--- config.mk ---
export PLATFORM = sky130hd
export DESIGN_NAME = rst_seq_ctrl
export DESIGN_NICKNAME = d
export VERILOG_FILES = /design/src/rtl/rst_seq_ctrl_pkg.sv /design/src/rtl/rst_seq_filter.sv /design/src/rtl/rst_seq_ctrl.sv
export SDC_FILE = /design/constraint.sdc
export NUM_CORES = 1
export LEC_CHECK = 0
export ABC_CLOCK_PERIOD_IN_PS = 4500
export CAP_MARGIN = 20
export CORE_MARGIN = 4
export CORE_UTILIZATION = 40
export CTS_CLUSTER_DIAMETER = 200
export DETAILED_ROUTE_END_ITERATION = 10
export GPL_ROUTABILITY_DRIVEN = 0
export GPL_TIMING_DRIVEN = 0
export PLACE_DENSITY = 0.68
export SLEW_MARGIN = 10
export SYNTH_ARGS = -nofsm -noshare
export SYNTH_HDL_FRONTEND = slang
export SYNTH_HIERARCHICAL = 1
export SYNTH_SLANG_ARGS = --single-unit
--- constraint.sdc ---
create_clock -name clk_i -period 4.5 [get_ports clk_i]
set_clock_uncertainty 0.15 [all_clocks]
set_input_delay 1.125 -clock clk_i [delete_from_list [all_inputs] [get_ports clk_i]]
set_output_delay 1.125 -clock clk_i [all_outputs]
set_load 0.01 [all_outputs]
--- src/rtl/rst_seq_ctrl_pkg.sv ---
// rst_seq_ctrl_pkg: shared states, cause bit indices and counter sizing for the reset sequencer
package rst_seq_ctrl_pkg;
  typedef enum logic [1:0] {RstAssert, RstRelease, RstRun} rst_seq_state_e;
  localparam int RstCausePor = 0;
  localparam int RstCauseBtn = 1;
  localparam int RstCauseLock = 2;
  localparam int RstCauseSw = 3;
  function automatic int cnt_width(input int a, input int b);
    return $clog2((a > b ? a : b) + 1);
  endfunction
endpackage

--- src/rtl/rst_seq_filter.sv ---
// rst_seq_filter: 2-flop synchroniser plus stable-count filter, optional immediate fall
module rst_seq_filter #(
  parameter int Cycles = 8,
  parameter bit FastFall = 1'b0
) (
  input  logic clk_i,
  input  logic rst_i,
  input  logic async_i,
  output logic filt_o
);
  localparam int CW = $clog2(Cycles + 1);
  logic [1:0] sync_q;
  logic [CW-1:0] cnt_q;
  logic s;
  assign s = sync_q[1];
  always_ff @(posedge clk_i) begin
    if (rst_i) begin
      sync_q <= '0;
      cnt_q <= '0;
      filt_o <= 1'b0;
    end else begin
      sync_q <= {sync_q[0], async_i};
      if (FastFall && filt_o && !s) begin
        filt_o <= 1'b0;
        cnt_q <= '0;
      end else if (s == filt_o) begin
        cnt_q <= '0;
      end else if (cnt_q == CW'(Cycles - 1)) begin
        filt_o <= s;
        cnt_q <= '0;
      end else begin
        cnt_q <= cnt_q + 1'b1;
      end
    end
  end
endmodule

--- src/rtl/rst_seq_ctrl.sv ---
// rst_seq_ctrl: sequenced multi-domain reset release with abort on source loss and sticky cause
module rst_seq_ctrl
  import rst_seq_ctrl_pkg::*;
#(
  parameter int NumDomains = 3,
  parameter int PowerOnCycles = 255,
  parameter int StageGapCycles = 16,
  parameter int DebounceCycles = 1000,
  parameter int LockFilterCycles = 8
) (
  input  logic                  clk_i,
  input  logic                  rst_i,
  input  logic                  pll_locked_i,
  input  logic                  rst_btn_i,
  input  logic                  sw_rst_req_i,
  input  logic                  rst_cause_clr_i,
  output logic [NumDomains-1:0] rst_no,
  output logic [3:0]            rst_cause_o,
  output logic                  busy_o
);
  localparam int CW = cnt_width(PowerOnCycles, StageGapCycles);
  localparam int IW = $clog2(NumDomains + 1);
  rst_seq_state_e state_q, state_d;
  logic [CW-1:0] cnt_q, cnt_d;
  logic [IW-1:0] idx_q, idx_d;
  logic [NumDomains-1:0] rst_d;
  logic [3:0] set, cause_d;
  logic lock_ok, btn_db, good, abort;
  rst_seq_filter #(.Cycles(LockFilterCycles), .FastFall(1'b1)) u_lock_filt (
    .clk_i(clk_i), .rst_i(rst_i), .async_i(pll_locked_i), .filt_o(lock_ok)
  );
  rst_seq_filter #(.Cycles(DebounceCycles), .FastFall(1'b0)) u_btn_filt (
    .clk_i(clk_i), .rst_i(rst_i), .async_i(rst_btn_i), .filt_o(btn_db)
  );
  assign good = lock_ok && !btn_db;
  assign abort = (state_q != RstAssert) && (!lock_ok || btn_db || sw_rst_req_i);
  assign busy_o = state_q != RstRun;
  always_comb begin
    set = '0;
    set[RstCauseBtn] = btn_db;
    set[RstCauseLock] = !lock_ok;
    set[RstCauseSw] = sw_rst_req_i;
    set = (state_q == RstAssert) ? 4'b0 : set;
    cause_d = (rst_cause_clr_i ? 4'b0 : rst_cause_o) | set;
  end
  always_comb begin
    state_d = state_q;
    cnt_d = cnt_q;
    idx_d = idx_q;
    rst_d = rst_no;
    if (abort) begin
      state_d = RstAssert;
      cnt_d = '0;
      idx_d = '0;
      rst_d = '0;
    end else begin
      case (state_q)
        RstAssert: begin
          rst_d = '0;
          idx_d = '0;
          cnt_d = good ? cnt_q + 1'b1 : '0;
          if (good && cnt_q == CW'(PowerOnCycles - 1)) begin
            cnt_d = '0;
            rst_d[0] = 1'b1;
            idx_d = IW'(1);
            state_d = (NumDomains == 1) ? RstRun : RstRelease;
          end
        end
        RstRelease: begin
          cnt_d = cnt_q + 1'b1;
          if (cnt_q == CW'(StageGapCycles - 1)) begin
            cnt_d = '0;
            rst_d = rst_no | (NumDomains'(1) << idx_q);
            idx_d = idx_q + 1'b1;
            state_d = (idx_q == IW'(NumDomains - 1)) ? RstRun : RstRelease;
          end
        end
        default: begin
          rst_d = '1;
          cnt_d = '0;
        end
      endcase
    end
  end
  always_ff @(posedge clk_i) begin
    if (rst_i) begin
      state_q <= RstAssert;
      cnt_q <= '0;
      idx_q <= '0;
      rst_no <= '0;
      rst_cause_o <= 4'b0001;
    end else begin
      state_q <= state_d;
      cnt_q <= cnt_d;
      idx_q <= idx_d;
      rst_no <= rst_d;
      rst_cause_o <= cause_d;
    end
  end
endmodule

==> results of run 1 <==
==> where the power goes <==
part	leakage [nW]	internal, mW	switching (mW)
sequential	0.315	0.348	0.00132
combinational	0.291	0.00772	0.00836
clock	0.0654	0.222	0.115
==> worst reg2reg max path, delay by kind of cell, from the launching register on <==
kind | cells | cell delay [ns]
flip-flops | 1 | 0.37
AND/OR/NAND/NOR | 1 | 0.58
AO/OA/AOI/OAI | 2 | 0.71
==> flip-flops by register name, indices dropped and copies added, names as in the netlist, 2 cells and up <==
name	cells
cnt_q	8
rst_cause_o	4
u_lock_filt/sync_q	2
rst_no	3
state_q	2
idx_q	2
u_btn_filt/cnt_q	10
u_lock_filt/cnt_q	4
u_btn_filt/sync_q	2
==> synth_stat cells, types with 2 or more instances <==
cell type / instances
dfxtp_1: 39
inv_1: 14
nand3_1: 11
nand2_1: 10
nor2_1: 10
a21oi_1: 9
o21ai_0: 9
ha_1: 8
a211oi_1: 6
xor2_1: 6
nor2b_1: 5
or3_1: 5
a221oi_1: 4
nand4_1: 4
a311oi_1: 3
clkbuf_1: 3
o21ai_1: 3
o31ai_1: 3
or4_1: 3
xnor2_1: 3
a31oi_1: 2
and2_1: 2
and3_1: 2
nand2b_1: 2
nor3_1: 2
o211ai_1: 2
==> per-stage QoR <==
stage	std cells	hold slack, ns
4_1_cts	259	0.304
3_5_place_dp	251	0.286
2_1_floorplan	188	0.264
3_3_place_gp	251	0.266
5_1_grt	259	0.313
6_report	259	0.297
==> placed cells by master (no fill, tap or decap), types with 3 or more instances in the layout <==
cell type	instances
o21ai_0	9
clkbuf_1	4
or4_1	3
or3_1	5
o21ai_1	3
xor2_1	6
nor2b_1	5
ha_1	8
nand4_1	4
a221oi_1	4
nand2_1	10
nor2_1	10
inv_1	14
a21oi_1	9
o31ai_1	3
clkdlybuf4s50_1	13
nand3_1	11
clkbuf_8	5
xnor2_1	3
a211oi_1	6
a311oi_1	3
dfxtp_1	39
==> layout make-up <==
type                    count  area (µm²)
plain buffers               3        11.3
clock buffers               6        72.6
clock inverters             2        60.1
fillers                   417        2040
inverters                  14        52.6
multi-input cells         132         906
flip-flops and latches     39         781
well taps                  50        62.6
repair buffers             13         130
==> per-layer routing <==
layer,vias up,track usage
met5,-,0
met4,0,0.0624
met3,2,0.0473
met2,29,0.202
met1,654,0.180
li1,734,-
==> how the worst max path moves through the flow <==
stage / from / end / slack (ns) / cells past startpoint
after floorplan: sw_rst_req_i / cnt_q[5] / 2.43 / 3
after global placement: rst_i / rst_no[1] / 1.69 / 4
after detailed placement: rst_i / rst_no[1] / 1.70 / 4
after CTS: state_q[0] / busy_o / 1.57 / 3
after global routing: state_q[0] / busy_o / 1.47 / 3
final: state_q[0] / busy_o / 1.58 / 3
==> cells by family after synthesis <==
logic type,Yosys count
compound gates,48
xor+xnor,9
fa+ha+maj,8
buf+inv,17
flops,39
mux,1
simple gates,66
==> flow_summary.toml, run 1 <==
[status]
outcome = "finished clean"

[placed_design]
post-dp-hpwl_um = 2410
place_ws_ns = 1.70
placed_area_um2 = 1940
io_buffers = 13

[worst_hold_path]
min_from = "u_btn_filt/sync_q[0]"
holdPathStages = 1
holdCritPathClass = "reg2reg"
hold-path-endpoint = "u_btn_filt/sync_q[1]"

[setup_path]
crit_fanout = 10
timing.rr.start = "cnt_q[4]"
reg2reg_depth = 3
path_cells = "clkbuf_1 -> nand2b_1 -> clkdlybuf4s50_1"
critPathArrivalTime_ns = 1.64
crit_type = "reg2out"
crit_required_ns = 3.22
cp_num_buf_inv = 2
max_stage_delay_ns = 0.54
cp-start-kind = "register"
cp_top_family = "buffers and inverters"
worst_path_max_delay_cell = "clkdlybuf4s50_1"
endpoint_kind = "output pin"
reg2reg_to = "cnt_q[6]"
reg2reg_setup_slack_ns = 2.53

[drt]
wl_met3_um = 193
drtIter0Drc = 78
viasPerCell = 5.48
top_layer = "met4"
routed_wl_um = 3350
drt_pass1_iterations = 4
antenna_left = 0
wire_per_inst_um = 12.9
wl_met1_um = 1690
drc = 0
num_vias = 1419
dr_wl_met2_um = 1430

[global_routing]
track_usage = 0.137
overflow = 0
grt_pass1_wl_um = 5750
antenna_found_initial = 0
grt_max_degree = 13
grt_pass1_vias = 1279

[synth]
synth_cells = 188
synth_top_family_by_area = "simple AND/OR/NAND/NOR gates"
ys_warn_count = 6
synth_flop_cell = "dfxtp_1"
yosys-top-cells-area = "dfxtp_1 (45%), ha_1 (5.7%), nand3_1 (3.1%), inv_1 (3.0%), xor2_1 (3.0%)"
seq_area_frac_synth = 0.446
synth_area_leader_cell = "dfxtp_1"
synthArstFlopShare = 0
synth_fa_ha_area_frac = 0.0572
synth_top_cell_area_share = 0.446
synth_area_per_cell_um2 = 9.31
synth-compound-area-share = 0.188
ys_seq_elements = 39
synth_simple_gate_area_share = 0.222
synth_cell_types = 44
synth_edf_count = 0
muxShareOfSynthArea = 0.00572
synth_xor_xnor_area_share = 0.0450
syn_nets = 202
synth_area_um2 = 1750

[pwr]
p_per_area_nw_per_um2 = 338
vdd_drop_max_mv = 0.189
finalPower_mw = 0.701
p_leak_nw = 0.671

[sta]
rsz0062_at_grt = "no"
timing.fmax_ghz = 0.343
finalCritPeriodShare = 0.648
hold_violations = 0
finalSetupViolCount = 0
period_minus_slack_ns = 2.92
relSlewSlack = 0.577
maxSlewViolCount = 0
tightest_slew_ns = 0.631
setup_ws_ns = 1.58
tns_ns = 0

[job]
cap_violations = 0

[finish]
post-route-util = 0.504
drive_gt1_frac = 0.0622
syn2layout_area_growth_pct = 18.6
stdcell_area_um2 = 2080
num_antenna_cells = 0
nNetsFinal = 222

[floorplanning]
row_count = 23
dieArea_um2 = 5500
die_x_um = 74.2
die_y_um = 74.2
start_util = 0.425
core_area_um2 = 4120
io-pin-count = 14

[clocking]
ctsHoldBuffers = 0
cts.clk_slew.worst_paths_ns = 0.07
cts_resized = 0
h-tree-depth = 2
clockRootBuffer = "clkbuf_8"
cts_sinks = 39
cts_tree = "done"
cts_setup_buffers = 0
numCtsBuffers = 5
cts_buffer_depth = 2
clk_latency_ns = 0.28
(Power assumes the default switching activity.)
==> run 2, diff against run 1 <==
--- a/config.mk
+++ b/config.mk
@@ -5,7 +5,7 @@
 export SDC_FILE = /design/constraint.sdc
 export NUM_CORES = 1
 export LEC_CHECK = 0
-export ABC_CLOCK_PERIOD_IN_PS = 4500
+export ABC_CLOCK_PERIOD_IN_PS = 2400
 export CAP_MARGIN = 20
 export CORE_MARGIN = 4
 export CORE_UTILIZATION = 40
@@ -13,7 +13,7 @@
 export DETAILED_ROUTE_END_ITERATION = 10
 export GPL_ROUTABILITY_DRIVEN = 0
 export GPL_TIMING_DRIVEN = 0
-export PLACE_DENSITY = 0.68
+export PLACE_DENSITY = 0.71
 export SLEW_MARGIN = 10
 export SYNTH_ARGS = -nofsm -noshare
 export SYNTH_HDL_FRONTEND = slang
==> constraint.sdc (replaced) <==
create_clock -name clk_i -period 2.4 [get_ports clk_i]
set_clock_uncertainty 0.15 [all_clocks]
set_input_delay 0.6 -clock clk_i [delete_from_list [all_inputs] [get_ports clk_i]]
set_output_delay 0.6 -clock clk_i [all_outputs]
set_load 0.01 [all_outputs]
==> flow_summary.toml, run 2 (same netlist as run 1, synthesis figures left out) <==
[job]
cap_violations = 0

[pwr]
vdd_drop_max_mv = 0.303
p_leak_nw = 0.666
p_per_area_nw_per_um2 = 605

[drt]
routed_wl_um = 3360
num_vias = 1451
viasPerCell = 5.62
drt_pass1_iterations = 4
wire_per_inst_um = 13.0
antenna_left = 0
drc = 0
drtIter0Drc = 96

[setup_path]
reg2reg_setup_slack_ns = 0.38
cp-start-kind = "register"
endpoint_kind = "output pin"
timing.rr.start = "cnt_q[4]"
worstSetupStartpoint = "state_q[1]"
reg2reg_depth = 3
crit_fanout = 10
crit_type = "reg2out"
critPathArrivalTime_ns = 1.54
reg2reg_to = "cnt_q[5]"
crit_required_ns = 1.65

[clocking]
cts_setup_buffers = 0
h-tree-depth = 2
clk_latency_ns = 0.29
cts_buffer_depth = 2
clockRootBuffer = "clkbuf_8"
numCtsBuffers = 5
cts_tree = "done"
cts_resized = 0
cts_sinks = 39
cts.clk_slew.worst_paths_ns = 0.07

[sta]
timing.fmax_ghz = 0.436
rsz0062_at_grt = "no"
finalCritPeriodShare = 0.955
relSlewSlack = 0.571
period_minus_slack_ns = 2.29
tns_ns = 0
setup_ws_ns = 0.107
tightest_slew_ns = 0.640
hold_violations = 0
maxSlewViolCount = 0
finalSetupViolCount = 0

[finish]
drive_gt1_frac = 0.0673
fillCellCount = 401
largestRegisters = "u_btn_filt/cnt_q (10), cnt_q (8)"
largest-register = "u_btn_filt/cnt_q"
num_antenna_cells = 0
mostFrequentLayoutCell = "dfxtp_1"
layout_common_cells = "dfxtp_1 (39), inv_1 (14), clkdlybuf4s50_1 (13), nand3_1 (11)"
syn2layout_area_growth_pct = 17.5
largest_reg_flops = 10
stdcell_area_um2 = 2060
nNetsFinal = 221

[global_routing]
grt_pass1_vias = 1335
track_usage = 0.139
grt_pass1_wl_um = 5890
grt_max_degree = 13
antenna_found_initial = 0
overflow = 0

[floorplanning]
start_util = 0.425
die_y_um = 74.2
io-pin-count = 14
die_x_um = 74.2
core_area_um2 = 4120
dieArea_um2 = 5500
row_count = 23

[worst_hold_path]
holdPathStages = 1
hold-path-endpoint = "u_btn_filt/sync_q[1]"
min_from = "u_btn_filt/sync_q[0]"
holdCritPathClass = "reg2reg"

[status]
outcome = "finished clean"

[placed_design]
post-dp-hpwl_um = 2400
place_ws_ns = 0.0935
io_buffers = 13
placed_area_um2 = 1940
run 2: cell count changes in the layout (fill, tap and decap cells not counted), sizes merged:
cell | previous run | this run
bufinv | 2 | 1
clkbuf | 9 | 8
clkinv | 0 | 1
run 2: layout make-up:
class / instances / area [µm²] / share of cell area
repair buffers: 13 / 130 / 0.0633
multi-input cells: 132 / 906 / 0.440
clock buffers: 6 / 82.6 / 0.0401
well taps: 50 / 62.6 / 0.0304
inverters: 14 / 52.6 / 0.0255
plain buffers: 2 / 7.51 / 0.00365
clock inverters: 2 / 35.0 / 0.0170
flip-flops and latches: 39 / 781 / 0.380
run 2: per-stage QoR:
stage                     total power, mW  std cells  hold slack (ns)   util
after floorplan                     0.683        188            0.264      -
after global placement              0.699        251            0.269  0.472
after detailed placement            0.700        251            0.283  0.472
after CTS                            1.26        259            0.301  0.501
after global routing                 1.28        258            0.314  0.500
final                                1.24        258            0.296  0.500
run 2: what timing repair did:
action / in CTS / in global routing
hold endpoints to repair: 0 / 0
hold buffers: 0 / 0
endpoints found under the setup margin: 0 / 1
run 2: how the worst max path moves through the flow:
| stage | to | slack [ns] | cells after the start |
|---|---|---|---|
| after floorplan | cnt_q[5] | 0.72 | 3 |
| after global placement | rst_no[1] | 0.14 | 4 |
| after detailed placement | cnt_q[5] | 0.09 | 4 |
| after CTS | busy_o | 0.009 | 3 |
| after global routing | busy_o | 0.03 | 3 |
| final | busy_o | 0.11 | 3 |
run 2: metal layers:
layer	wire (µm)	up-vias	share of wire	track usage
met5	0	-	0	0
met2	1390	41	0.41	0.202
met4	85	0	0.025	0.0724
met3	202	6	0.060	0.0392
met1	1690	667	0.50	0.188
li1	-	737	-	-
run 2: report_power, final:
part           leakage [nW]  internal [mW]  switching [mW]
Combinational         0.289         0.0145          0.0155
Clock                0.0612          0.336           0.223
Sequential            0.315          0.652         0.00231
run 2: worst max-delay path: stages, from the launching register on:
cell	delay, ns
dfxtp_1	0.33
clkbuf_1	0.32
nand2b_1	0.11
clkdlybuf4s50_1	0.49
